===== src/rtl/axil2sreg_pkg.sv =====
// Shared definitions for the AXI4-Lite to register-bus bridge:
// FSM encoding, AXI response codes and access-legality helpers.
package axil2sreg_pkg;

   // Bridge FSM states
   typedef enum logic [2:0] {
      ST_IDLE  = 3'd0,
      ST_WSTB  = 3'd1,
      ST_WRSP  = 3'd2,
      ST_RSTB  = 3'd3,
      ST_RWAIT = 3'd4,
      ST_RRSP  = 3'd5
   } state_t;

   localparam logic [1:0] RESP_OKAY   = 2'b00;
   localparam logic [1:0] RESP_SLVERR = 2'b10;
   localparam logic [3:0] FULL_STRB   = 4'hF;

   // A register access must be word aligned.
   function automatic logic misaligned(input logic [1:0] addr_lsb);
      return (addr_lsb != 2'b00);
   endfunction

   // Writes must be aligned and cover the whole 32-bit word; the register
   // bus has no byte enables, so partial writes are rejected.
   function automatic logic write_illegal(input logic [1:0] addr_lsb,
                                          input logic [3:0] strb);
      return misaligned(addr_lsb) || (strb != FULL_STRB);
   endfunction

endpackage


===== src/rtl/axil2sreg.sv =====
// AXI4-Lite slave to simple synchronous register bus bridge.
// AW, W and AR are captured into holding registers; a single FSM then
// serialises one register access at a time and returns the AXI response.
// All outputs are registered from the computed next state.
module axil2sreg
   import axil2sreg_pkg::*;
#(
   parameter int ADDR_W = 18,
   parameter int RD_LAT = 0
)(
   input  logic              clk,
   input  logic              rst,
   input  logic [31:0]       s_awaddr,
   input  logic              s_awvalid,
   output logic              s_awready,
   input  logic [31:0]       s_wdata,
   input  logic [3:0]        s_wstrb,
   input  logic              s_wvalid,
   output logic              s_wready,
   output logic [1:0]        s_bresp,
   output logic              s_bvalid,
   input  logic              s_bready,
   input  logic [31:0]       s_araddr,
   input  logic              s_arvalid,
   output logic              s_arready,
   output logic [31:0]       s_rdata,
   output logic [1:0]        s_rresp,
   output logic              s_rvalid,
   input  logic              s_rready,
   output logic              reg_en,
   output logic              reg_wen,
   output logic [ADDR_W-1:0] reg_addr,
   output logic [31:0]       reg_wdata,
   input  logic [31:0]       reg_rdata
);

   // Wait-counter reload: RWAIT lasts RD_LAT cycles, counting down to 0.
   localparam logic [1:0] LAT_LOAD = (RD_LAT > 0) ? 2'(RD_LAT - 1) : 2'd0;

   state_t state, state_nx;

   logic              aw_held, aw_held_nx;
   logic              w_held, w_held_nx;
   logic              ar_held, ar_held_nx;
   logic [ADDR_W-1:0] aw_addr, aw_addr_nx;
   logic [ADDR_W-1:0] ar_addr, ar_addr_nx;
   logic [31:0]       w_data, w_data_nx;
   logic [3:0]        w_strb, w_strb_nx;
   logic              last_wr, last_wr_nx;
   logic [1:0]        lat_cnt, lat_cnt_nx;

   logic              awready_nx, wready_nx, arready_nx;
   logic              bvalid_nx, rvalid_nx;
   logic [1:0]        bresp_nx, rresp_nx;
   logic [31:0]       rdata_nx;
   logic              reg_en_nx, reg_wen_nx;
   logic [ADDR_W-1:0] reg_addr_nx;
   logic [31:0]       reg_wdata_nx;

   logic              aw_hs, w_hs, ar_hs;
   logic              wr_rdy, rd_rdy, serve_wr, serve_rd;

   // Upper AXI address bits are deliberately ignored (address truncation).
   logic              unused_addr_bits;
   assign unused_addr_bits = ^{s_awaddr, s_araddr};

   assign aw_hs = s_awvalid & s_awready;
   assign w_hs  = s_wvalid  & s_wready;
   assign ar_hs = s_arvalid & s_arready;

   // Arbitration on held channels only: alternate when both are pending.
   assign wr_rdy   = aw_held & w_held;
   assign rd_rdy   = ar_held;
   assign serve_wr = wr_rdy & (~rd_rdy | ~last_wr);
   assign serve_rd = rd_rdy & ~serve_wr;

   // Next-state, channel capture and output computation.
   always_comb begin
      state_nx     = state;
      aw_held_nx   = aw_held;
      w_held_nx    = w_held;
      ar_held_nx   = ar_held;
      aw_addr_nx   = aw_addr;
      ar_addr_nx   = ar_addr;
      w_data_nx    = w_data;
      w_strb_nx    = w_strb;
      last_wr_nx   = last_wr;
      lat_cnt_nx   = lat_cnt;
      bvalid_nx    = s_bvalid;
      bresp_nx     = s_bresp;
      rvalid_nx    = s_rvalid;
      rresp_nx     = s_rresp;
      rdata_nx     = s_rdata;
      reg_en_nx    = 1'b0;
      reg_wen_nx   = 1'b0;
      reg_addr_nx  = reg_addr;
      reg_wdata_nx = reg_wdata;

      if (aw_hs) begin
         aw_held_nx = 1'b1;
         aw_addr_nx = s_awaddr[ADDR_W-1:0];
      end else begin
         aw_held_nx = aw_held;
      end

      if (w_hs) begin
         w_held_nx = 1'b1;
         w_data_nx = s_wdata;
         w_strb_nx = s_wstrb;
      end else begin
         w_held_nx = w_held;
      end

      if (ar_hs) begin
         ar_held_nx = 1'b1;
         ar_addr_nx = s_araddr[ADDR_W-1:0];
      end else begin
         ar_held_nx = ar_held;
      end

      case (state)
         ST_IDLE: begin
            if (serve_wr) begin
               if (write_illegal(aw_addr[1:0], w_strb)) begin
                  state_nx  = ST_WRSP;
                  bresp_nx  = RESP_SLVERR;
                  bvalid_nx = 1'b1;
               end else begin
                  state_nx     = ST_WSTB;
                  reg_en_nx    = 1'b1;
                  reg_wen_nx   = 1'b1;
                  reg_addr_nx  = aw_addr;
                  reg_wdata_nx = w_data;
               end
            end else if (serve_rd) begin
               if (misaligned(ar_addr[1:0])) begin
                  state_nx  = ST_RRSP;
                  rresp_nx  = RESP_SLVERR;
                  rdata_nx  = 32'h0000_0000;
                  rvalid_nx = 1'b1;
               end else begin
                  state_nx    = ST_RSTB;
                  reg_en_nx   = 1'b1;
                  reg_addr_nx = ar_addr;
               end
            end else begin
               state_nx = ST_IDLE;
            end
         end
         ST_WSTB: begin
            state_nx  = ST_WRSP;
            bresp_nx  = RESP_OKAY;
            bvalid_nx = 1'b1;
         end
         ST_WRSP: begin
            if (s_bready) begin
               state_nx   = ST_IDLE;
               bvalid_nx  = 1'b0;
               aw_held_nx = 1'b0;
               w_held_nx  = 1'b0;
               last_wr_nx = 1'b1;
            end else begin
               state_nx = ST_WRSP;
            end
         end
         ST_RSTB: begin
            if (RD_LAT == 0) begin
               state_nx  = ST_RRSP;
               rdata_nx  = reg_rdata;
               rresp_nx  = RESP_OKAY;
               rvalid_nx = 1'b1;
            end else begin
               state_nx   = ST_RWAIT;
               lat_cnt_nx = LAT_LOAD;
            end
         end
         ST_RWAIT: begin
            if (lat_cnt == 2'd0) begin
               state_nx  = ST_RRSP;
               rdata_nx  = reg_rdata;
               rresp_nx  = RESP_OKAY;
               rvalid_nx = 1'b1;
            end else begin
               lat_cnt_nx = lat_cnt - 2'd1;
            end
         end
         ST_RRSP: begin
            if (s_rready) begin
               state_nx   = ST_IDLE;
               rvalid_nx  = 1'b0;
               ar_held_nx = 1'b0;
               last_wr_nx = 1'b0;
            end else begin
               state_nx = ST_RRSP;
            end
         end
         default: begin
            state_nx = ST_IDLE;
         end
      endcase

      awready_nx = (state_nx == ST_IDLE) & ~aw_held_nx;
      wready_nx  = (state_nx == ST_IDLE) & ~w_held_nx;
      arready_nx = (state_nx == ST_IDLE) & ~ar_held_nx;
   end

   // State, holding registers and registered outputs.
   always_ff @(posedge clk) begin
      if (rst) begin
         state     <= ST_IDLE;
         aw_held   <= 1'b0;
         w_held    <= 1'b0;
         ar_held   <= 1'b0;
         aw_addr   <= '0;
         ar_addr   <= '0;
         w_data    <= 32'h0000_0000;
         w_strb    <= 4'h0;
         last_wr   <= 1'b0;
         lat_cnt   <= 2'd0;
         s_awready <= 1'b0;
         s_wready  <= 1'b0;
         s_arready <= 1'b0;
         s_bvalid  <= 1'b0;
         s_bresp   <= RESP_OKAY;
         s_rvalid  <= 1'b0;
         s_rresp   <= RESP_OKAY;
         s_rdata   <= 32'h0000_0000;
         reg_en    <= 1'b0;
         reg_wen   <= 1'b0;
         reg_addr  <= '0;
         reg_wdata <= 32'h0000_0000;
      end else begin
         state     <= state_nx;
         aw_held   <= aw_held_nx;
         w_held    <= w_held_nx;
         ar_held   <= ar_held_nx;
         aw_addr   <= aw_addr_nx;
         ar_addr   <= ar_addr_nx;
         w_data    <= w_data_nx;
         w_strb    <= w_strb_nx;
         last_wr   <= last_wr_nx;
         lat_cnt   <= lat_cnt_nx;
         s_awready <= awready_nx;
         s_wready  <= wready_nx;
         s_arready <= arready_nx;
         s_bvalid  <= bvalid_nx;
         s_bresp   <= bresp_nx;
         s_rvalid  <= rvalid_nx;
         s_rresp   <= rresp_nx;
         s_rdata   <= rdata_nx;
         reg_en    <= reg_en_nx;
         reg_wen   <= reg_wen_nx;
         reg_addr  <= reg_addr_nx;
         reg_wdata <= reg_wdata_nx;
      end
   end

endmodule

===== config.mk =====
export PLATFORM = sky130hd
export DESIGN_NAME = axil2sreg
export DESIGN_NICKNAME = d
export VERILOG_FILES = /design/src/rtl/axil2sreg_pkg.sv /design/src/rtl/axil2sreg.sv
export SDC_FILE = /design/constraint.sdc
export NUM_CORES = 1
export LEC_CHECK = 0
export CAP_MARGIN = 20
export CORE_MARGIN = 1.5
export CORE_UTILIZATION = 48
export CTS_BUF_LIST = sky130_fd_sc_hd__clkbuf_4 sky130_fd_sc_hd__clkbuf_8 sky130_fd_sc_hd__clkbuf_16
export DETAILED_ROUTE_END_ITERATION = 8
export PLACE_DENSITY = 0.85
export SETUP_SLACK_MARGIN = 0.02
export SLEW_MARGIN = 20
export SYNTH_ARGS = -nofsm -noshare
export SYNTH_HDL_FRONTEND = slang
export SYNTH_SLANG_ARGS = --single-unit

===== constraint.sdc =====
create_clock -name clk -period 2.7 [get_ports clk]
set_input_delay 0.675 -clock clk [delete_from_list [all_inputs] [get_ports clk]]
set_output_delay 0.675 -clock clk [all_outputs]
set_load 0.01 [all_outputs]

# == Word level (Yosys, flattened, before mapping) ==
# Index checks and enable logic that the tools add are counted.
# classes
mux,50
eq_ne,16
add_sub_neg,1
bitwise,19
reduce_logical,22
# op_table
op,n
$mux W32,4
$pmux W32 S3,1
$mux W18,4
$mux W1,22
$ne A2 B2 Y1 const B,10
$pmux W3 S6,1
$mux W2,8
$mux W3,5
$reduce_bool A2 Y1,5
$and A1 B1 Y1,9
$not A1 Y1,9
$reduce_and A3 Y1,3
$reduce_and A4 Y1,2
$eq A3 B2 Y1 const B,2
$eq A3 B3 Y1 const B,2
$logic_not A3 Y1,2
$pmux W2 S3,1
$reduce_and A6 Y1,1
$reduce_bool A3 Y1,2
$reduce_and A5 Y1,1
$ne A4 B4 Y1 const B,1
$pmux W1 S4,1
$pmux W2 S2,1
$reduce_bool A4 Y1,1
10 further kinds,10
# word_totals
regBits,174
out_inout_bits,93
inputBits,139

# == Logic depth before layout (Yosys ltp) ==
# Gate-level depths: netlist of run 1.
# depth
ltp_word,10
mapped_depth,7
depth_no_buf,5

# == Worst setup path after synthesis of run 1 ==
# OpenSTA, ideal clock, no wires.
# synth_path
kind,input port to flip-flop
from,input port rst
to,register lat_cnt[0]
path_buffers,3
path_slack_ns,0.998
arrival_time_ns,1.574
required_ns,2.572
cell_stages,4
path_cell_list,clkbuf_1 -> buf_1 -> buf_1 -> nor2_1
# synth_lines
element,line,text
from (decl),axil2sreg.sv:12,"input logic rst,"
to (signal assigned),axil2sreg.sv:242,lat_cnt <= lat_cnt_nx;
to (decl),axil2sreg.sv:50,"logic [1:0] lat_cnt, lat_cnt_nx;"
# No word-level cell between the ends.

# == Worst setup path in the final report of run 1 ==
# layout_path
from,register s_arready
to,output port s_arready
# layout_lines
element,line,text
from (decl),axil2sreg.sv:25,"output logic s_arready,"
from (signal assigned),axil2sreg.sv:245,s_arready <= arready_nx;
# No word-level cell between the ends.

==> summary by stage, run 1 <==
Floorplanning
The width of the die is 120 um. The region available for standard cell placement spans 0.0133 mm^2. The full die area is ~0.014 mm^2. The floorplan row count is 42. The die span in y is 120 um.

For this configuration, the core starts out at a cell density of 0.495. For this design the top-level I/O count stands at 232.

Power
The internal portion of total power is 5.21 mW. The cell leakage power is 3.29 nW. Of the total power, the share spent switching nets is 0.274. The worst-case IR drop observed on VDD is 576 uV. Of the total power, combinational logic draws 0.223. The part of the power in the clock network is 0.355. Dividing total power by cell area gives a power density of around 770 mW/mm^2. The switching component of the power is 1.97 mW.

The sequential cell fraction of total power is 0.422.

Placement
In this run the tool buffered the top-level ports with 201 buffer cells. The estimated wirelength of the detail-placed design is ~11 mm. The final weighted congestion in routability-driven placement is 0.896.

Clock network
The clock reaches the later pin of the worst-skew pair after 0.42 ns. The number of clock sinks is 172. The cts-stage hold buffer count is 0. The number of clock buffers inserted by TritonCTS is 17.

The number of gates resized after CTS was 0. The number of setup buffers added after CTS is 0. The maximum count of clock buffers along a single path is 2. The clock transition at the registers of the reported paths is 0.06 ns. The cell at the root of the clock tree is sky130_fd_sc_hd__clkbuf_16. TritonCTS built the clock tree. The H-tree generated during clock tree synthesis spans 4 levels.

Detailed routing
The via total after detailed routing is about 5.9k. The via count normalized by instance count is 5.23. The number of DRC violations after detailed-routing iteration 0 is 386. The total routed wirelength is 16.7 mm. The remaining number of nets flagged by the antenna check after routing is 0. The pre-antenna-repair detailed-routing pass consisted of 5 iterations. The average routed wire per standard cell is about 15 um. The DRC violations left is 0.

Logic synthesis
By count the netlist is led by sky130_fd_sc_hd__dfxtp_1, sky130_fd_sc_hd__nand2_1, sky130_fd_sc_hd__a21oi_1, sky130_fd_sc_hd__o21ai_0, sky130_fd_sc_hd__inv_1. The post-synthesis register bit count is between 150 and 200. Yosys mapped the design onto 49 distinct sky130hd cell types. The async set or reset register ratio after synthesis is 0. Of the post-synthesis cell area, the dominant cell type holds 0.523. During synthesis, Yosys emitted a total of 0 warnings. In the post-synthesis netlist, the biggest area contributors are sky130_fd_sc_hd__dfxtp_1, sky130_fd_sc_hd__nand2_1, sky130_fd_sc_hd__a21oi_1, sky130_fd_sc_hd__a22o_1, sky130_fd_sc_hd__o21ai_0. The cell type with the highest aggregate area in the netlist is sky130_fd_sc_hd__dfxtp_1. After synthesis, the mean cell area works out to between 8 and 9 um^2. The sequential-to-total area share from yosys stat is 0.523. The predominant post-synthesis flop cell is sky130_fd_sc_hd__dfxtp_1.

The post-synth design cell area is around 0.0066 mm^2. Yosys mapped a number of flops with a built-in enable equal to 0. The library cell with the highest instance count after synthesis is sky130_fd_sc_hd__dfxtp_1.

The number of cells produced by synthesis is roughly 770.

Timing
The achievable frequency is about 490 MHz. The max-slew violation count is 0. Across all hold checks on the routed design, the worst slack comes to approximately 0.45 ns.

The final setup TNS is 0 ns. Of the available clock period, the critical path in the final layout requires 0.753. The clock skew after layout is between 0.006 and 0.007 ns. At the pin with the least slew margin, the transition time is 0.831 ns. The total count of hold-check failures in the final report is 0. The smallest clock period supported by the final layout is computed as 2.03 ns. The final setup violation count is 0.

Setup repair after global routing left no endpoint under its margin. Headroom to the max-slew limit came out at 0.446.

Worst setup path
The critical path launch point type is a register. The critical path start-end classification is register to output port. The critical path's slowest cell is sky130_fd_sc_hd__clkdlybuf4s50_1. The number of buffers and inverters on the critical path is 1. The kind of capture point of the worst setup path is an output port. For this run, the slowest stage of the critical path takes 0.56 ns. The signal on the critical path passes through clkdlybuf4s50_1.

The arrival time reported for the critical path endpoint is 1.36 ns. The reg2reg setup slack is between 0.7 and 0.8 ns. The kind of cell with the highest combined delay along the critical path is buffers and inverters. Of all nets on the critical path, the largest fanout is 3. The required time at the worst-slack endpoint is 2.03 ns.

Global route
The first global-routing pass estimated 27.1 mm of wire. For this run, the total global-route usage over all layers was measured as 0.236. The via count of the first global-routing pass is 5,420. The global route total overflow is 0.

The initial antenna violation count came to 0. Entering global routing, the biggest net connects between 80 and 90 pins.

Layout
0 antenna diodes ended up in the layout. After the last flow step, the layout net total stands at 1,079. Of the cells placed in the final design, the portion with a size suffix greater than 1 is 0.0558. The layout overhead on the synthesized area is 40.9%.

Status
The run finished with clean final reports.

Min path
The worst min-delay path class is register to register.

Flow run
Max-cap violations in this run came to 0.
==> cell families after synthesis <==
| logic type | share of synthesized area |
|---|---|
| buffers and inverters | 0.0667 |
| AO/OA/AOI/OAI | 0.233 |
| other | 0.000570 |
| flip-flops | 0.523 |
| adder cells (fa/ha/maj) | 0.00190 |
| XOR/XNOR | 0.00133 |
| AND/OR/NAND/NOR | 0.173 |
==> layer usage <==
layer  track usage  vias to the layer above  share of wire
met5             0                        -              0
met4        0.0975                        0          0.024
met1         0.304                     2692           0.44
li1              -                     2965              -
met2         0.382                      196           0.48
met3        0.0537                       32          0.061
==> worst reg2reg max path, cell delays in order (launching register included) <==
cell,delay [ns]
sky130_fd_sc_hd__dfxtp_1,0.47
sky130_fd_sc_hd__and3b_1,0.24
sky130_fd_sc_hd__a21o_1,0.22
sky130_fd_sc_hd__nor3_4,0.53
sky130_fd_sc_hd__buf_8,0.24
sky130_fd_sc_hd__a22o_1,0.16
==> cell type report <==
| type | count | area, um^2 |
|---|---|---|
| clock buffer | 22 | 475 |
| clock inverter | 7 | 139 |
| fill | 1025 | 4030 |
| inverter | 37 | 139 |
| multi-input combinational | 495 | 2710 |
| sequential | 172 | 3440 |
| tap | 176 | 220 |
| timing repair buffer | 216 | 2140 |
==> placed cells by master, fill, tap and decap left out, drive strengths merged, types with 16 or more instances in the layout <==
| cell | synthesis | final |
|---|---|---|
| inv | 37 | 38 |
| a21oi | 112 | 112 |
| buf | 33 | 16 |
| a22o | 32 | 32 |
| a2bb2oi | 16 | 16 |
| clkdlybuf4s50 | 0 | 200 |
| or3 | 33 | 33 |
| nand2 | 151 | 151 |
| dfxtp | 172 | 172 |
| clkbuf | 30 | 22 |
| o21ai | 54 | 54 |
| a21o | 18 | 18 |
| nand3 | 16 | 16 |
==> metrics by stage <==
step	total power [mW]	cells	utilization	setup slack [ns]	cell area [um^2]
detailed placement	4.67	1095	0.650	0.379	8640
global route	7.51	1125	0.697	0.631	9270
global placement	4.63	1095	0.650	0.397	8640
floorplan	4.01	767	-	0.998	6590
finish	7.18	1125	0.697	0.667	9270
CTS	7.20	1124	0.696	0.483	9260
==> final timing paths <==
kind | end | startpoint | cells after the start
hold reg to reg | ar_addr[7] | ar_addr[7] | 2
hold / removal | ar_addr[7] | ar_addr[7] | 2
setup / recovery | s_arready | s_arready | 1
setup reg to reg | s_rdata[13] | state[2] | 5
==> sequential cells by signal, summed over array words and instances (netlist names), 2 cells and up <==
register	flops
ar_addr	18
aw_addr	18
lat_cnt	2
reg_addr	18
reg_wdata	32
s_rdata	32
state	3
w_data	32
w_strb	4
==> power by group through the flow <==
stage,logic [mW],registers (mW),clock network (mW)
2_1_floorplan,0.923,3.09,0
3_5_place_dp,1.58,3.08,0
3_3_place_gp,1.55,3.08,0
4_1_cts,1.60,3.03,2.58
6_report,1.60,3.03,2.55
5_1_grt,1.76,3.06,2.68
Note: power is estimated with default switching activity, not from simulation.
==> run 2, diff against run 1 <==
CORE_UTILIZATION = 45   (was 48)
PLACE_DENSITY = 0.8   (was 0.85)
clock period = 1.95 ns   (was 2.7 ns; I/O delays follow)
==> run 2 against run 1 <==
  * Sequential share of layout area down 0.66 points
  * Core utilization down 4.3 points
  * Die area up 6.5%
  * Critical path depth up 5
  * Flip-flop and latch count unchanged
  * Register-to-register slack worse by 0.68 ns
  * Clock power up 28%
  * Clock-buffer cell count down 2
  * First-iteration DRC count down 5.2%
  * Non-clock buffer count up 19
  * Design area up 1.8%
  * Largest power group unchanged
  * Critical endpoint is now s_rdata[24]
==> summary by stage, run 2 (synthesized netlist as in run 1, its figures left out) <==
Placement
The pre-CTS setup slack is -0.0349 ns (-0.414 ns). The number of I/O port buffers is 201 (unchanged). The estimated wirelength of the detail-placed design came to 11.7 mm (+3.2%). The final weighted congestion in routability-driven placement is 0.878 (-2.0%). The placed instance area is 0.00885 mm^2 (+2.4%).

Detailed routing
The first-pass iteration count of the detailed router is 5 (unchanged). The DRC violations left came to 0 (unchanged). The total routed wirelength is 17.1 mm (+2.4%). The remaining number of nets flagged by the antenna check after routing is 0 (unchanged). The average routed wire per standard cell is 14.8 um (-0.17%).

The via count normalized by instance count is 5.16 (-1.4%). The via total after detailed routing was 5,952 (+1.1%). The number of DRC violations after detailed-routing iteration 0 was 366 (-5.2%).

Layout
The net total in the final layout is 1,098 (+1.8%). The area of combinational cells with multiple inputs is 0.00272 mm^2 (+0.46%). The number of filler instances in the final layout was 1,211 (+18%).

Leaving out fill and tap cells, the most frequent cell in the layout is sky130_fd_sc_hd__clkdlybuf4s50_1. The summed area of non-filler cells in the final layout is 0.00944 mm^2 (+1.8%). The total area of sequential cells is 0.00344 mm^2 (unchanged).

The largest registers in the layout are reg_wdata (32), s_rdata (32), w_data (32). The diode insertion count for antenna repair is 0 (unchanged). In the layout the commonest cells are sky130_fd_sc_hd__clkdlybuf4s50_1, sky130_fd_sc_hd__dfxtp_1, sky130_fd_sc_hd__nand2_1. The layout overhead on the synthesized area is 43.4%. The share of cells above drive strength 1 was 0.0773 (+0.0215).

Power
The part of the power in combinational logic was 0.241 (+0.018). The sequential cell fraction of total power is 0.426 (+0.004). The peak ir drop on the vdd network is 721 uV (+25%).

The part of the power in the clock network is 0.333 (-0.022). The switching share of power is 0.291 (+0.0173). The internal portion of total power was 6.95 mW (+33%). The total power divided by cell area is 1040 mW/mm^2 (+34%).

The total design power came to 9.80 mW (+37%). The switching component of the power is 2.85 mW (+45%). The cell leakage power was 3.36 nW (+2.3%).

Clock network
The tree is rooted in a sky130_fd_sc_hd__clkbuf_16. The cts-stage hold buffer count was 0 (unchanged). The number of clock sinks came to 172 (unchanged).

The clock transition at the registers of the reported paths is 0.07 ns (about the same). The number of clock buffers inserted by TritonCTS is 17 (unchanged). The source-to-sink clock delay at the later pin of the worst-skew pair was 0.42 ns (about the same). The number of gates resized after CTS is 0 (unchanged).

The depth of the CTS H-tree is 4 (unchanged). The post-CTS setup buffer count is 0 (unchanged). The TritonCTS clock tree is yes.

The maximum count of clock buffers along a single path is 2 (unchanged).

Floorplanning
The die span in y came to 124 um (+3.2%). The full die area came to 0.0154 mm^2 (+6.5%). The width of the die came to 124 um (+3.2%).

The core region area is 0.0144 mm^2 (+8.5%). The number of ports placed on the die boundary is 232 (unchanged). The floorplan row count is 44 (+4.8%). The effective utilization at floorplan is 0.456 (-0.0387).

Timing
The final setup TNS is 0 ns (unchanged). Setup repair after global routing left no endpoint under its margin. The max-slew violation count came to 0 (unchanged).

The clock skew after layout was 0.0102 ns (+0.00320 ns). The max-slew headroom at the worst pin is 0.405 (-0.0416). The post-route worst hold slack is 0.447 ns (-0.00387 ns).

Dividing the final minimum period by the clock period gives 0.946. The slew at the pin closest to its max-slew limit is 0.893 ns (+0.0624 ns). The post-route worst setup slack came to 0.105 ns (-0.562 ns). The achievable frequency is 542 MHz. The total count of hold-check failures in the final report came to 0 (unchanged). The final setup violation count is 0 (unchanged). The post-route minimum period is between 1.5 and 2 ns.

Global route
The first-pass GRT wire length was 26.1 mm (-3.7%). The combined global-route utilization of all metal layers came to 0.219 (-0.0173). The initial antenna violation count is 0 (unchanged).

The largest net degree at the start of global routing is 88 (+6.0%). The via count of the first global-routing pass is 5,324 (-1.8%). The global route total overflow is 0 (unchanged).

Status
The run finished with clean final reports.

Worst setup path
The kind of capture point of the worst setup path is a register. The critical path is of the register to register type. The top fanout value on the critical path came to 20 (+17). The critical path launch point is state[0]. The worst setup path is launched from a register.

The required time at the worst-slack endpoint is 2.25 ns (+0.22 ns). The arrival time reported for the critical path endpoint was 2.15 ns (+0.79 ns). In this run the critical register-to-register path is launched from state[0].

Flow run
The number of maximum-capacitance violations is 0 (unchanged).

Min path
In this run the most critical hold path is launched from s_bvalid. The worst min-delay path class is register to register.
run 2: cell count changes in the layout (fill, tap and decap cells not counted), sizes merged:
cell / before / now
inv: 38 / 41
clkinvlp: 0 / 4
clkbuf: 22 / 20
bufinv: 4 / 1
buf: 16 / 35
run 2: layout make-up:
cell class,count,area share
Clock inverter,11,0.0114
Sequential cell,172,0.365
Tap cell,184,0.0244
Timing Repair Buffer,235,0.246
Multi-Input combinational cell,495,0.289
Clock buffer,20,0.0495
Inverter,37,0.0147
run 2: power by group through the flow:
| stage | registers (mW) | logic [mW] | clock network, mW |
|---|---|---|---|
| final | 4.17 | 2.36 | 3.27 |
| after global routing | 4.22 | 2.60 | 3.49 |
| after CTS | 4.17 | 2.36 | 3.34 |
| after detailed placement | 4.24 | 2.35 | 0 |
| after global placement | 4.23 | 2.29 | 0 |
| after floorplan | 4.27 | 1.28 | 0 |
run 2: through the flow:
| stage | instances | utilization |
|---|---|---|
| 5_1_grt | 1154 | 0.654 |
| 4_1_cts | 1154 | 0.653 |
| 3_3_place_gp | 1122 | 0.612 |
| 6_report | 1154 | 0.654 |
| 3_5_place_dp | 1123 | 0.613 |
| 2_1_floorplan | 767 | - |
run 2: path summary, 6_finish.rpt:
| kind | depth (start not counted) | slack, ns | end |
|---|---|---|---|
| max | 6 | 0.10 | s_rdata[24] |
| min | 2 | 0.45 | s_bvalid |
| max reg2reg | 6 | 0.10 | s_rdata[24] |
| min reg2reg | 2 | 0.45 | s_bvalid |
run 2: critical path: stages, from the launching register on:
cell                      delay (ns)
sky130_fd_sc_hd__dfxtp_1        0.36
sky130_fd_sc_hd__buf_4          0.18
sky130_fd_sc_hd__or3_4          0.39
sky130_fd_sc_hd__nor3_2         0.23
sky130_fd_sc_hd__nor3_4         0.14
sky130_fd_sc_hd__buf_8          0.19
sky130_fd_sc_hd__a22o_1         0.23
run 2: per-layer routing:
metal  global-route usage  share of wire  up-vias
met2                0.356           0.48      205
met4               0.0732          0.017        0
met1                0.279           0.42     2712
li1                     -              -     3015
met3               0.0650          0.085       20
met5                    0              0        -
==> edit, RTL diff (settings of run 2) <==
Set the parameter `ADDR_W` to 22 (it was 18).
--- a/src/rtl/axil2sreg.sv
+++ b/src/rtl/axil2sreg.sv
@@ -5,7 +5,7 @@
 module axil2sreg
    import axil2sreg_pkg::*;
 #(
-   parameter int ADDR_W = 18,
+   parameter int ADDR_W = 22,
    parameter int RD_LAT = 0
 )(
    input  logic              clk,
Ports: changed (resized reg_addr); port bits go from 232 to 236. No check against the original RTL was run, so the function may have changed too.
==> edit against run 2 <==
  * Final area grew 8.2%
  * Highest routed layer unchanged
  * Worst setup slack worse by 0.0084 ns
  * Total power up 10%
  * Critical path depth fell by 5
  * Largest cell class unchanged
  * Clock skew up 0.0020 ns
  * Sequential cell count up 12
  * Combinational power rose by 16%
  * Synthesized cell count grew 8.1%
  * Synthesized area rose by 9.2%
  * Critical path type is now reg2out
  * Via count up 7.8%
  * Wire length is 9.5% higher
  * First-iteration DRC count fell by 0.27%
==> edit: results (changes against run 2) <==
* Inserted Clock Buffers at 17 (unchanged)
* GRT Total Usage at 0.2195 (was 0.2190)
* CTS Buffer Depth at 2 (unchanged)
* Clock transition at path regs at 0.06 ns
* Placed Area at 9564 um^2 (was 8846 um^2)
* Critical Path AT at 1.37 ns (was 2.15 ns)
* Ys async rst share at 0 (unchanged)
* Final RePlAce weighted congestion at 0.8333 (was 0.8780)
* Initial DRC Count at 365 (was 366)
* Initial antenna violation count at 0 (unchanged)
* Vias in the first global route at 5859 (was 5324)
* First-pass GRT wire length at 29060 um (was 26130 um)
* Slowest cell on crit path: clkdlybuf4s50_1 (was or3_4)
* Pre-antenna DRT Iters at 4 (was 5)
* DRC viols at 0 (unchanged)
* Sequential element share of the synthesized area at 0.5124 (was 0.5232)
* Regs by FF count: reg_wdata (32), s_rdata (32), w_data (32) (unchanged)
* Final nets at 1163 (was 1098)
* Fillers at 1340 (was 1211)
* Clk_skew at 0.01217 ns (was 0.01016 ns)
* Status: finished clean (unchanged)
* Most frequent cells after synthesis: 184 x dfxtp_1, 166 x nand2_1, 119 x a21oi_1, 57 x o21ai_0, 40 x clkbuf_1 (was 172 x dfxtp_1, 151 x nand2_1, 111 x a21oi_1, 52 x o21ai_0, 37 x inv_1)
* Largest stage delay on the critical path at 0.60 ns (was 0.39 ns)
* Leakage at 3.631 nW (was 3.362 nW)
* Yosys cell types at 54 (was 49)
* CP max FO at 2 (was 20)
* Post-CTS setup buffer count at 0 (unchanged)
* Root Driver: clkbuf_16 (unchanged)
* Antenna Cells at 0 (unchanged)
* CTS HTree Levels at 4 (unchanged)
* PortBufs at 213 (was 201)
* Ratio of cells with drive above 1 in the final layout at 0.09266 (was 0.07732)
* Synth top area cells: dfxtp_1 51%, nand2_1 8.7%, a21oi_1 8.3%, o21ai_0 4.0%, a22o_1 3.9% (was dfxtp_1 52%, nand2_1 8.6%, a21oi_1 8.4%, a22o_1 4.3%, o21ai_0 4.0%)
* Pin count of the biggest net entering global routing at 68 (was 88)
* Clk_lat worst skew at 0.43 ns
* DR WL/cell at 14.95 um (was 14.81 um)
* Synth warn at 0 (unchanged)
* Peak VDD IR at 0.0007712 V (was 0.0007210 V)
* Worst rel slew slack at 0.5442 (was 0.4046)
* Final HPWL DP at 12960 um (was 11750 um)
* Largest delay share family, worst path: buffers and inverters (was simple AND/OR/NAND/NOR gates)
* PnR worst setup slack at 0.09643 ns (was 0.1049 ns)
* Setup slack after placement at -0.1306 ns (was -0.03485 ns)
* Hold Path Class: reg2reg (unchanged)
* Vias per cell at 5.127 (was 5.158)
## edit: worst paths after layout
check                from  slack [ns]  cells past startpoint           end
min              s_bvalid        0.45                      2      s_bvalid
min reg2reg      s_bvalid        0.45                      2      s_bvalid
max          reg_addr[20]         0.1                      1  reg_addr[20]
max reg2reg      state[0]        0.17                      5   s_rdata[19]
## edit: layer usage
metal | vias up | global-route usage | share of wire
met5 | - | 0 | 0
met4 | 0 | 0.09187 | 0.030
met3 | 31 | 0.06606 | 0.088
met2 | 209 | 0.3617 | 0.46
met1 | 2954 | 0.2675 | 0.43
li1 | 3225 | - | -
## edit: repair_timing
item	CTS	global route
pin swaps	1	0
gates resized for setup	1	3
endpoints found under the setup margin	32	38
gates cloned	1	0
## edit: per-stage QoR
step                      cells  utilization
after global routing       1252       0.6477
after global placement     1219       0.6065
after CTS                  1252       0.6469
after detailed placement   1219       0.6065
final                      1252       0.6477
after floorplan             829            -
## edit: cells by family (layout without fill, tap and decap cells)
logic type                 after synthesis  after routing  share of synthesized area
xor gates and xnor gates                 1              1                   0.001219
adders and majority gates                1              1                   0.001740
and+or+nand+nor                        263            264                     0.1716
AOI/OAI and AO/OA                      268            268                     0.2447
other                                    1              2                  0.0005217
DFF                                    184            184                     0.5124
buffers and inverters                  110            316                    0.06771
## edit: power breakdown
part           internal [mW]  switching [mW]  total, mW  leakage [nW]
Sequential              4.21           0.277       4.49          1.49
Combinational           1.35            1.37       2.73          1.84
Clock                   2.10            1.49       3.59         0.300
Total                   7.66            3.14       10.8          3.63
## edit: cell type report
class,count,area (um^2),area share
Timing Repair Buffer,247,2454,0.2402
Inverter,37,138.9,0.01360
Clock buffer,19,452.9,0.04435
Clock inverter,13,167.7,0.01642
Multi-Input combinational cell,536,3047,0.2983
Sequential cell,184,3684,0.3607
Tap cell,216,270.3,0.02646
